### src/rtl/core_debug_arbiter_if.sv
// Bundles the two master ports and the core_debug command/response port.
// slave = arbiter side, master = environment (masters plus debug module).
interface core_debug_arbiter_if;
  logic        m0_req;
  logic        m0_busy;
  logic [3:0]  m0_command;
  logic [7:0]  m0_target;
  logic [31:0] m0_data;
  logic        m0_resp_valid;
  logic        m0_resp_error;
  logic [31:0] m0_resp_data;

  logic        m1_req;
  logic        m1_busy;
  logic [3:0]  m1_command;
  logic [7:0]  m1_target;
  logic [31:0] m1_data;
  logic        m1_resp_valid;
  logic        m1_resp_error;
  logic [31:0] m1_resp_data;

  logic        dbg_cmd_req;
  logic        dbg_cmd_busy;
  logic [3:0]  dbg_cmd_command;
  logic [7:0]  dbg_cmd_target;
  logic [31:0] dbg_cmd_data;
  logic        dbg_resp_valid;
  logic        dbg_resp_error;
  logic [31:0] dbg_resp_data;

  modport slave (
    input  m0_req, m0_command, m0_target, m0_data,
    output m0_busy, m0_resp_valid, m0_resp_error, m0_resp_data,
    input  m1_req, m1_command, m1_target, m1_data,
    output m1_busy, m1_resp_valid, m1_resp_error, m1_resp_data,
    output dbg_cmd_req, dbg_cmd_command, dbg_cmd_target, dbg_cmd_data,
    input  dbg_cmd_busy, dbg_resp_valid, dbg_resp_error, dbg_resp_data
  );

  modport master (
    output m0_req, m0_command, m0_target, m0_data,
    input  m0_busy, m0_resp_valid, m0_resp_error, m0_resp_data,
    output m1_req, m1_command, m1_target, m1_data,
    input  m1_busy, m1_resp_valid, m1_resp_error, m1_resp_data,
    input  dbg_cmd_req, dbg_cmd_command, dbg_cmd_target, dbg_cmd_data,
    output dbg_cmd_busy, dbg_resp_valid, dbg_resp_error, dbg_resp_data
  );
endinterface

### src/rtl/core_debug_arbiter.sv
// Round-robin sharing of the single core_debug command/response port between two masters.
// Define CORE_DEBUG_ARB_TIMEOUT_EN to recover commands that never receive a response.
module core_debug_arbiter #(
  parameter int unsigned P_TIMEOUT = 1023
) (
  input logic                 iCLOCK,
  input logic                 inRESET,
  core_debug_arbiter_if.slave bus
);

  typedef enum logic [1:0] {IDLE, ISSUE, WAIT_RESP} state_t;

  state_t      state;
  logic        last_grant;
  logic        owner;
  logic        m0_accept;
  logic        m1_accept;
  logic        timeout_hit;
  logic        resp_fire;
  logic        resp_error_next;
  logic [31:0] resp_data_next;

  if (P_TIMEOUT == 0 || P_TIMEOUT > 65535) begin : g_bad_timeout
    $error("core_debug_arbiter: P_TIMEOUT must be in 1..65535");
  end

  // On a tie, a master wins only when the other master held the last grant.
  assign bus.m0_busy = (state != IDLE) || (bus.m1_req && !last_grant);
  assign bus.m1_busy = (state != IDLE) || (bus.m0_req && last_grant);
  assign m0_accept   = bus.m0_req && !bus.m0_busy;
  assign m1_accept   = bus.m1_req && !bus.m1_busy;

`ifdef CORE_DEBUG_ARB_TIMEOUT_EN
  logic [15:0] wait_count;

  always_ff @(posedge iCLOCK or negedge inRESET) begin
    if (!inRESET) begin
      wait_count <= '0;
    end else if (state != WAIT_RESP) begin
      wait_count <= '0;
    end else begin
      wait_count <= wait_count + 16'd1;
    end
  end

  assign timeout_hit = (state == WAIT_RESP) && (wait_count == 16'(P_TIMEOUT - 1));
`else
  assign timeout_hit = 1'b0;
`endif

  assign resp_fire       = (state == WAIT_RESP) && (bus.dbg_resp_valid || timeout_hit);
  // A real response in the expiry cycle takes priority over the timeout error.
  assign resp_error_next = bus.dbg_resp_valid ? bus.dbg_resp_error : 1'b1;
  assign resp_data_next  = bus.dbg_resp_valid ? bus.dbg_resp_data : 32'd0;

  always_ff @(posedge iCLOCK or negedge inRESET) begin
    if (!inRESET) begin
      state               <= IDLE;
      last_grant          <= 1'b1;
      owner               <= 1'b0;
      bus.dbg_cmd_req     <= 1'b0;
      bus.dbg_cmd_command <= '0;
      bus.dbg_cmd_target  <= '0;
      bus.dbg_cmd_data    <= '0;
      bus.m0_resp_valid   <= 1'b0;
      bus.m0_resp_error   <= 1'b0;
      bus.m0_resp_data    <= '0;
      bus.m1_resp_valid   <= 1'b0;
      bus.m1_resp_error   <= 1'b0;
      bus.m1_resp_data    <= '0;
    end else begin
      bus.m0_resp_valid <= 1'b0;
      bus.m1_resp_valid <= 1'b0;
      case (state)
        IDLE: begin
          if (m0_accept || m1_accept) begin
            owner               <= m1_accept;
            last_grant          <= m1_accept;
            bus.dbg_cmd_command <= m1_accept ? bus.m1_command : bus.m0_command;
            bus.dbg_cmd_target  <= m1_accept ? bus.m1_target  : bus.m0_target;
            bus.dbg_cmd_data    <= m1_accept ? bus.m1_data    : bus.m0_data;
            bus.dbg_cmd_req     <= 1'b1;
            state               <= ISSUE;
          end
        end
        ISSUE: begin
          if (!bus.dbg_cmd_busy) begin
            bus.dbg_cmd_req <= 1'b0;
            state           <= WAIT_RESP;
          end
        end
        WAIT_RESP: begin
          if (resp_fire) begin
            if (owner) begin
              bus.m1_resp_valid <= 1'b1;
              bus.m1_resp_error <= resp_error_next;
              bus.m1_resp_data  <= resp_data_next;
            end else begin
              bus.m0_resp_valid <= 1'b1;
              bus.m0_resp_error <= resp_error_next;
              bus.m0_resp_data  <= resp_data_next;
            end
            state <= IDLE;
          end
        end
        default: begin
          bus.dbg_cmd_req <= 1'b0;
          state           <= IDLE;
        end
      endcase
    end
  end

endmodule
### src/flat_wrapper.sv
// flat-port wrapper written by rule: the top's interface ports become plain ports
module core_debug_arbiter_flat 
#(
  parameter int unsigned P_TIMEOUT = 1023
)
  (iCLOCK, inRESET, bus_m0_req, bus_m0_command, bus_m0_target, bus_m0_data, bus_m0_busy, bus_m0_resp_valid, bus_m0_resp_error, bus_m0_resp_data, bus_m1_req, bus_m1_command, bus_m1_target, bus_m1_data, bus_m1_busy, bus_m1_resp_valid, bus_m1_resp_error, bus_m1_resp_data, bus_dbg_cmd_req, bus_dbg_cmd_command, bus_dbg_cmd_target, bus_dbg_cmd_data, bus_dbg_cmd_busy, bus_dbg_resp_valid, bus_dbg_resp_error, bus_dbg_resp_data);
  core_debug_arbiter_if bus_i ();
  input logic iCLOCK;
  input logic inRESET;
  input wire logic [$bits(bus_i.m0_req)-1:0] bus_m0_req;
  input wire logic [$bits(bus_i.m0_command)-1:0] bus_m0_command;
  input wire logic [$bits(bus_i.m0_target)-1:0] bus_m0_target;
  input wire logic [$bits(bus_i.m0_data)-1:0] bus_m0_data;
  output wire logic [$bits(bus_i.m0_busy)-1:0] bus_m0_busy;
  output wire logic [$bits(bus_i.m0_resp_valid)-1:0] bus_m0_resp_valid;
  output wire logic [$bits(bus_i.m0_resp_error)-1:0] bus_m0_resp_error;
  output wire logic [$bits(bus_i.m0_resp_data)-1:0] bus_m0_resp_data;
  input wire logic [$bits(bus_i.m1_req)-1:0] bus_m1_req;
  input wire logic [$bits(bus_i.m1_command)-1:0] bus_m1_command;
  input wire logic [$bits(bus_i.m1_target)-1:0] bus_m1_target;
  input wire logic [$bits(bus_i.m1_data)-1:0] bus_m1_data;
  output wire logic [$bits(bus_i.m1_busy)-1:0] bus_m1_busy;
  output wire logic [$bits(bus_i.m1_resp_valid)-1:0] bus_m1_resp_valid;
  output wire logic [$bits(bus_i.m1_resp_error)-1:0] bus_m1_resp_error;
  output wire logic [$bits(bus_i.m1_resp_data)-1:0] bus_m1_resp_data;
  output wire logic [$bits(bus_i.dbg_cmd_req)-1:0] bus_dbg_cmd_req;
  output wire logic [$bits(bus_i.dbg_cmd_command)-1:0] bus_dbg_cmd_command;
  output wire logic [$bits(bus_i.dbg_cmd_target)-1:0] bus_dbg_cmd_target;
  output wire logic [$bits(bus_i.dbg_cmd_data)-1:0] bus_dbg_cmd_data;
  input wire logic [$bits(bus_i.dbg_cmd_busy)-1:0] bus_dbg_cmd_busy;
  input wire logic [$bits(bus_i.dbg_resp_valid)-1:0] bus_dbg_resp_valid;
  input wire logic [$bits(bus_i.dbg_resp_error)-1:0] bus_dbg_resp_error;
  input wire logic [$bits(bus_i.dbg_resp_data)-1:0] bus_dbg_resp_data;
  assign bus_i.m0_req = bus_m0_req;
  assign bus_i.m0_command = bus_m0_command;
  assign bus_i.m0_target = bus_m0_target;
  assign bus_i.m0_data = bus_m0_data;
  assign bus_m0_busy = bus_i.m0_busy;
  assign bus_m0_resp_valid = bus_i.m0_resp_valid;
  assign bus_m0_resp_error = bus_i.m0_resp_error;
  assign bus_m0_resp_data = bus_i.m0_resp_data;
  assign bus_i.m1_req = bus_m1_req;
  assign bus_i.m1_command = bus_m1_command;
  assign bus_i.m1_target = bus_m1_target;
  assign bus_i.m1_data = bus_m1_data;
  assign bus_m1_busy = bus_i.m1_busy;
  assign bus_m1_resp_valid = bus_i.m1_resp_valid;
  assign bus_m1_resp_error = bus_i.m1_resp_error;
  assign bus_m1_resp_data = bus_i.m1_resp_data;
  assign bus_dbg_cmd_req = bus_i.dbg_cmd_req;
  assign bus_dbg_cmd_command = bus_i.dbg_cmd_command;
  assign bus_dbg_cmd_target = bus_i.dbg_cmd_target;
  assign bus_dbg_cmd_data = bus_i.dbg_cmd_data;
  assign bus_i.dbg_cmd_busy = bus_dbg_cmd_busy;
  assign bus_i.dbg_resp_valid = bus_dbg_resp_valid;
  assign bus_i.dbg_resp_error = bus_dbg_resp_error;
  assign bus_i.dbg_resp_data = bus_dbg_resp_data;
  core_debug_arbiter #(.P_TIMEOUT(P_TIMEOUT)) u_core (.iCLOCK(iCLOCK), .inRESET(inRESET), .bus(bus_i));
endmodule
### config.mk
export PLATFORM = sky130hd
export DESIGN_NAME = core_debug_arbiter_flat
export DESIGN_NICKNAME = d
export VERILOG_FILES = /design/src/rtl/core_debug_arbiter_if.sv /design/src/rtl/core_debug_arbiter.sv /design/src/flat_wrapper.sv
export SDC_FILE = /design/constraint.sdc
export NUM_CORES = 1
export LEC_CHECK = 0
export CORE_AREA = 2 2 115 117
export CTS_CLUSTER_SIZE = 8
export DETAILED_ROUTE_END_ITERATION = 6
export DIE_AREA = 0 0 117 119
export PLACE_DENSITY = 0.88
export SLEW_MARGIN = 10
export SYNTH_ARGS = -nofsm -noshare
export SYNTH_HDL_FRONTEND = slang
export SYNTH_SLANG_ARGS = --single-unit
export TNS_END_PERCENT = 100
### constraint.sdc
create_clock -name iCLOCK -period 3 [get_ports iCLOCK]
set_input_delay 0.6 -clock iCLOCK [delete_from_list [all_inputs] [get_ports iCLOCK]]
set_output_delay 0.6 -clock iCLOCK [all_outputs]
set_load 0.005 [all_outputs]
==> out/results.txt <==
Status: finished, final reports clean
Max Clk Rate: 379 MHz
First-pass GRT wire length: 21600 µm
DR WL/cell: 17.6 µm
Slowest-stage cell, CP: clkdlybuf4s50_1
Reg power frac: 0.331
Post-CTS Hold Buffers: 0
Max-cap violations: 0
Die H: 119 µm
Slew at the pin closest to its max-slew limit: 0.717 ns
Pre-Repair DR Iteration Count: 5
Vias per cell: 5.18
Fin crit share: 0.880
Final hold viol count: 0
Most frequent cells in the layout: clkdlybuf4s50_1 (240), dfrtp_1 (116), and3_1 (88)
GRT overflow: 0
# IOs: 242
CTS root buffer: clkbuf_16
Syn nets: 498
Die Footprint: 13900 µm²
CTS resizes: 0
Number of distinct library cells after synthesis: 25
Later-pin clock latency in the skew report: 0.40 ns
Combinational share of power: 0.413
CTS tree: yes
Final #Nets: 734
Commonest non-fill, non-tap cell in the layout: clkdlybuf4s50_1
Startpoint Class: primary input
Delay-heaviest family, CP: buffers and inverters
Largest net degree at the start of global routing: 61
Gr usage total: 0.200
Ant diodes: 0
Setup TNS: 0 ns
Critical path class: in2out
Endpoint class of the critical path: output pin
Slew headroom: 0.522
Reg2Reg Setup Slack: 0.97 ns
DR iter-0 viols: 240
Core region area: 12900 µm²
Routed Antenna Nets: 0
Layout cells sized above 1: 0.185
Die X: 117 µm
Yosys reg bits: 117
Worst-path maximum fanout: 3
CTS sink count: 117
Synth Area per Inst: 13.4 µm²
Synth Cell Area: 4970 µm²
Pleak: 0.00372 µW
Critical-path cell list: clkdlybuf4s50_1, inv_1, o21ai_0, clkdlybuf4s50_1
Final Skew: 0.00623 ns
Hold/Removal Path Class: in2async
Post-route minimum period: 2.64 ns
Placed cell area: 7560 µm²
Postcts setup bufs: 0
Pwr dens: 1050 nW/µm²
P_int: 6180 µW
Critical path data required time: 2.40 ns
Largest stage delay, worst path: 0.58 ns
Routed wire length: 14000 µm
CP Buf/Inv Count: 3
Number of global-route vias before repair: 4293
H-tree depth: 4
CTS max path bufs: 2
Sw power: 2450 µW
# rows: 42
Most used cell, CP: clkdlybuf4s50_1
Fin area: 8220 µm²
Slew Viols, Final: 0
RSZ-0062 raised after global routing: false
Post-synthesis sequential area ratio: 0.589
CP arrival: 2.04 ns
Worst-path clk slew: 0.06 ns
Switching share of total power: 0.284
Max VDD drop: 0.000392 V
Synth-to-Final Area Change: 65.2%
DRC: 0
Final setup viols: 0
Initial Utilization: 0.386
Vias: 4125
Synth Instances: 371
Port Buffer Count: 241
Gpl congestion: 0.786
DPL Wire Length: 10000 µm
Clock share of power: 0.256
Total CTS buffers: 17
Initial antenna violation count: 0
Yosys synthesis warning count: 0
==> worst reg2reg max path, cell delays in order, from the launching register on <==
cell	delay [ns]
dfrtp_1	0.50
a211oi_4	0.28
buf_4	0.39
nand2_2	0.08
buf_4	0.28
a221o_1	0.38
==> flip-flops by register name, indices dropped and copies added, names as in the netlist, 2 cells and up <==
register	flops
u_core.bus.dbg_cmd_command	4
u_core.bus.m0_resp_data	32
u_core.bus.m1_resp_data	32
u_core.bus.dbg_cmd_data	32
u_core.bus.dbg_cmd_target	8
u_core.state	2
==> cells in the mapped netlist <==
| master | n | area share |
|---|---|---|
| dfrtp_1 | 116 | 0.58 |
| and3_1 | 88 | 0.11 |
| mux2_2 | 65 | 0.15 |
| a221o_1 | 44 | 0.089 |
| clkbuf_1 | 22 | 0.017 |
| buf_2 | 9 | 0.0091 |
| buf_6 | 4 | 0.0091 |
| inv_1 | 3 | 0.0023 |
| nand2_1 | 3 | 0.0023 |
| a22o_1 | 2 | 0.0035 |
| a211oi_1 | 1 | 0.0015 |
| a21oi_1 | 1 | 0.0010 |
| dfstp_2 | 1 | 0.0053 |
| inv_2 | 1 | 0.00075 |
| mux2_1 | 1 | 0.0023 |
| nand2_2 | 1 | 0.0013 |
| nand3_1 | 1 | 0.0010 |
| nand3b_1 | 1 | 0.0015 |
| nand4b_1 | 1 | 0.0018 |
| nor2_2 | 1 | 0.0013 |
| nor4b_4 | 1 | 0.0048 |
| o21ai_0 | 1 | 0.0010 |
| o22ai_1 | 1 | 0.0013 |
| o31ai_1 | 1 | 0.0015 |
| or2_2 | 1 | 0.0013 |
==> metal layers <==
| layer | track usage | vias to the layer above | share of wire |
|---|---|---|---|
| met5 | 0 | - | 0 |
| met4 | 0.0728 | 0 | 0.019 |
| met3 | 0.0636 | 20 | 0.096 |
| met2 | 0.340 | 221 | 0.50 |
| met1 | 0.233 | 2004 | 0.39 |
| li1 | - | 1880 | - |
==> through the flow <==
| step | total power, µW | hold WS, ns | utilization | std cells | setup slack (ns) |
|---|---|---|---|---|---|
| after detailed placement | 6450 | 0.488 | 0.588 | 764 | 0.281 |
| final | 8630 | 0.241 | 0.638 | 796 | 0.360 |
| after CTS | 8720 | 0.264 | 0.638 | 796 | 0.344 |
| after global routing | 9110 | 0.310 | 0.638 | 796 | 0.320 |
| after floorplan | 4300 | 0.304 | - | 371 | 1.17 |
| after global placement | 6280 | 0.470 | 0.588 | 764 | 0.349 |
==> layout make-up <==
cell class	instances	area, µm²
Clock buffer	18	429
Clock inverter	14	224
Inverter	4	15.0
Sequential cell	117	2930
Fill cell	940	4660
Timing Repair Buffer	252	2530
Tap cell	176	220
Multi-Input combinational cell	215	1870
==> power by group through the flow <==
stage	Clock, µW	Combinational [µW]	Sequential [µW]
2_1_floorplan	0	1470	2830
3_3_place_gp	0	3440	2830
3_5_place_dp	0	3590	2860
4_1_cts	2260	3590	2860
5_1_grt	2340	3830	2940
6_report	2210	3560	2860
==> path summary, 6_finish.rpt <==
path | start | endpoint | cells past startpoint
min in group iCLOCK | u_core.bus.m0_resp_data[5]$_DFFE_PN0P_ | u_core.bus.m0_resp_data[5]$_DFFE_PN0P_ | 1
worst min-delay path | inRESET | u_core.bus.m0_resp_data[0]$_DFFE_PN0P_ | 1
max in group asynchronous | inRESET | u_core.last_grant$_DFFE_PN1P_ | 2
worst max register to register | u_core.state[0]$_DFFE_PN0P_ | u_core.bus.dbg_cmd_target[4]$_DFFE_PN0P_ | 5
worst max-delay path | bus_m1_req | bus_m0_busy | 4
worst min register to register | u_core.bus.m0_resp_data[5]$_DFFE_PN0P_ | u_core.bus.m0_resp_data[5]$_DFFE_PN0P_ | 1
==> logic make-up after synthesis <==
kind of cell           Yosys count  synth area share
AOI/OAI and AO/OA               51            0.0983
buffers and inverters           39            0.0377
DFF                            117             0.589
muxes                           66             0.149
and+or+nand+nor                 98             0.126
Note: power is estimated with default switching activity, not from simulation.
==> variant: new RTL, same settings <==
The option `CORE_DEBUG_ARB_TIMEOUT_EN` is turned on by a define.
--- a/src/rtl/core_debug_arbiter.sv
+++ b/src/rtl/core_debug_arbiter.sv
@@ -1,5 +1,7 @@
 // Round-robin sharing of the single core_debug command/response port between two masters.
 // Define CORE_DEBUG_ARB_TIMEOUT_EN to recover commands that never receive a response.
+`define CORE_DEBUG_ARB_TIMEOUT_EN
+
 module core_debug_arbiter #(
   parameter int unsigned P_TIMEOUT = 1023
 ) (
Behaviour: same outputs for any inputs over 4 cycles, from zero or initial values and one cycle with inRESET low; that may be too few to reach the edited logic, so the function may still have changed.
==> variant against the original RTL <==
Fmax increased by 0.53%. Cell area increased by 22%. Area after synthesis increased by 38%. Worst setup slack improved by 14 ps. Sequential power decreased by 2%. Hold slack got worse by 32 ps. Routed wire length increased by 43%. Sequential cell count increased by 16. Power decreased by 3.4%. Highest routed layer unchanged. Via count increased by 48%. Synthesized cell count increased by 75%.
==> variant: results (changes against the original RTL) <==
stage,metric,value,unit,change
synth,compound-cell area share of the yosys netlist,0.131,,was 0.0983
place,Post-Place Worst Slack,205,ps,was 281 ps
run_status,run status,finished clean,,unchanged
layout,Nets,993,,was 734
critical_path,top fanout value on the critical path,4,,was 3
route,drt initial violations,457,,was 240
layout,sequential cell area share,0.332,,was 0.356
layout,clk tree area frac,0.0656,,was 0.0795
grt,met2 GRT Util,0.482,,was 0.340
layout,multi-input combinational area share,0.325,,was 0.228
pwr,P_clk,0.00231,W,was 0.00221 W
synth,main area contributors after synthesis,"dfrtp_1 48%, mux2i_1 10%, nand2b_1 6.5%",,"was dfrtp_1 58%, mux2_2 15%, and3_1 11%"
layout,Non-clk bufs,254,,was 252
synth,"Distinct cells, synth",42,,was 25
layout,# fillers,805,,was 940
layout,multi-input gates,451,,was 215
route,Post-Route WL,20.0,mm,was 14.0 mm
clock_network,later-pin clock latency in the skew report,420,ps,was 400 ps
sta,Setup WS post-layout,374,ps,was 360 ps
grt,Global Route met3 Usage,0.0718,,was 0.0636
sta,Worst Skew,8.76,ps,was 6.23 ps
pwr,P_int,0.00575,W,was 0.00618 W
layout,share of layout cells above drive strength 1,0.0627,,was 0.185
sta,Worst Max-Slew Pin Slew,844,ps,was 717 ps
place,DP HPWL,13.6,mm,was 10.0 mm
route,met2 WL,9.76,mm,was 6.97 mm
synth,Post-Synth XOR/XNOR Area,0.00382,,was 0
grt,first-pass GRT wire length,31.7,mm,was 21.6 mm
## variant: cell count changes after synthesis, moves of 7 or more
cell      before  now
nor3b_1        0   45
buf_4          0    9
nor2_1         0    8
and3_1        88   44
and2_1         0   33
nand2b_1       0   72
nand2_1        3   10
o21ai_0        1   64
dfrtp_1      116  132
mux2i_1        0   72
mux2_2        65    0
buf_2          9   18
## variant: kinds of logic (layout without fill, tap and decap cells)
| group | count (synthesis) | in the layout |
|---|---|---|
| fa+ha+maj | 2 | 2 |
| compound gates | 130 | 130 |
| buf+inv | 66 | 293 |
| xor+xnor | 3 | 3 |
| mux | 72 | 72 |
| simple gates | 244 | 244 |
| flops | 133 | 133 |
## variant: stage by stage
step                      power (W)  cell area, µm²  instances  utilization
after CTS                   0.00836           10000       1053        0.779
after global routing        0.00878           10000       1053        0.779
after global placement      0.00588            9380       1021        0.728
final                       0.00834           10000       1053        0.779
after floorplan             0.00432            6890        650            -
after detailed placement    0.00603            9380       1021        0.728
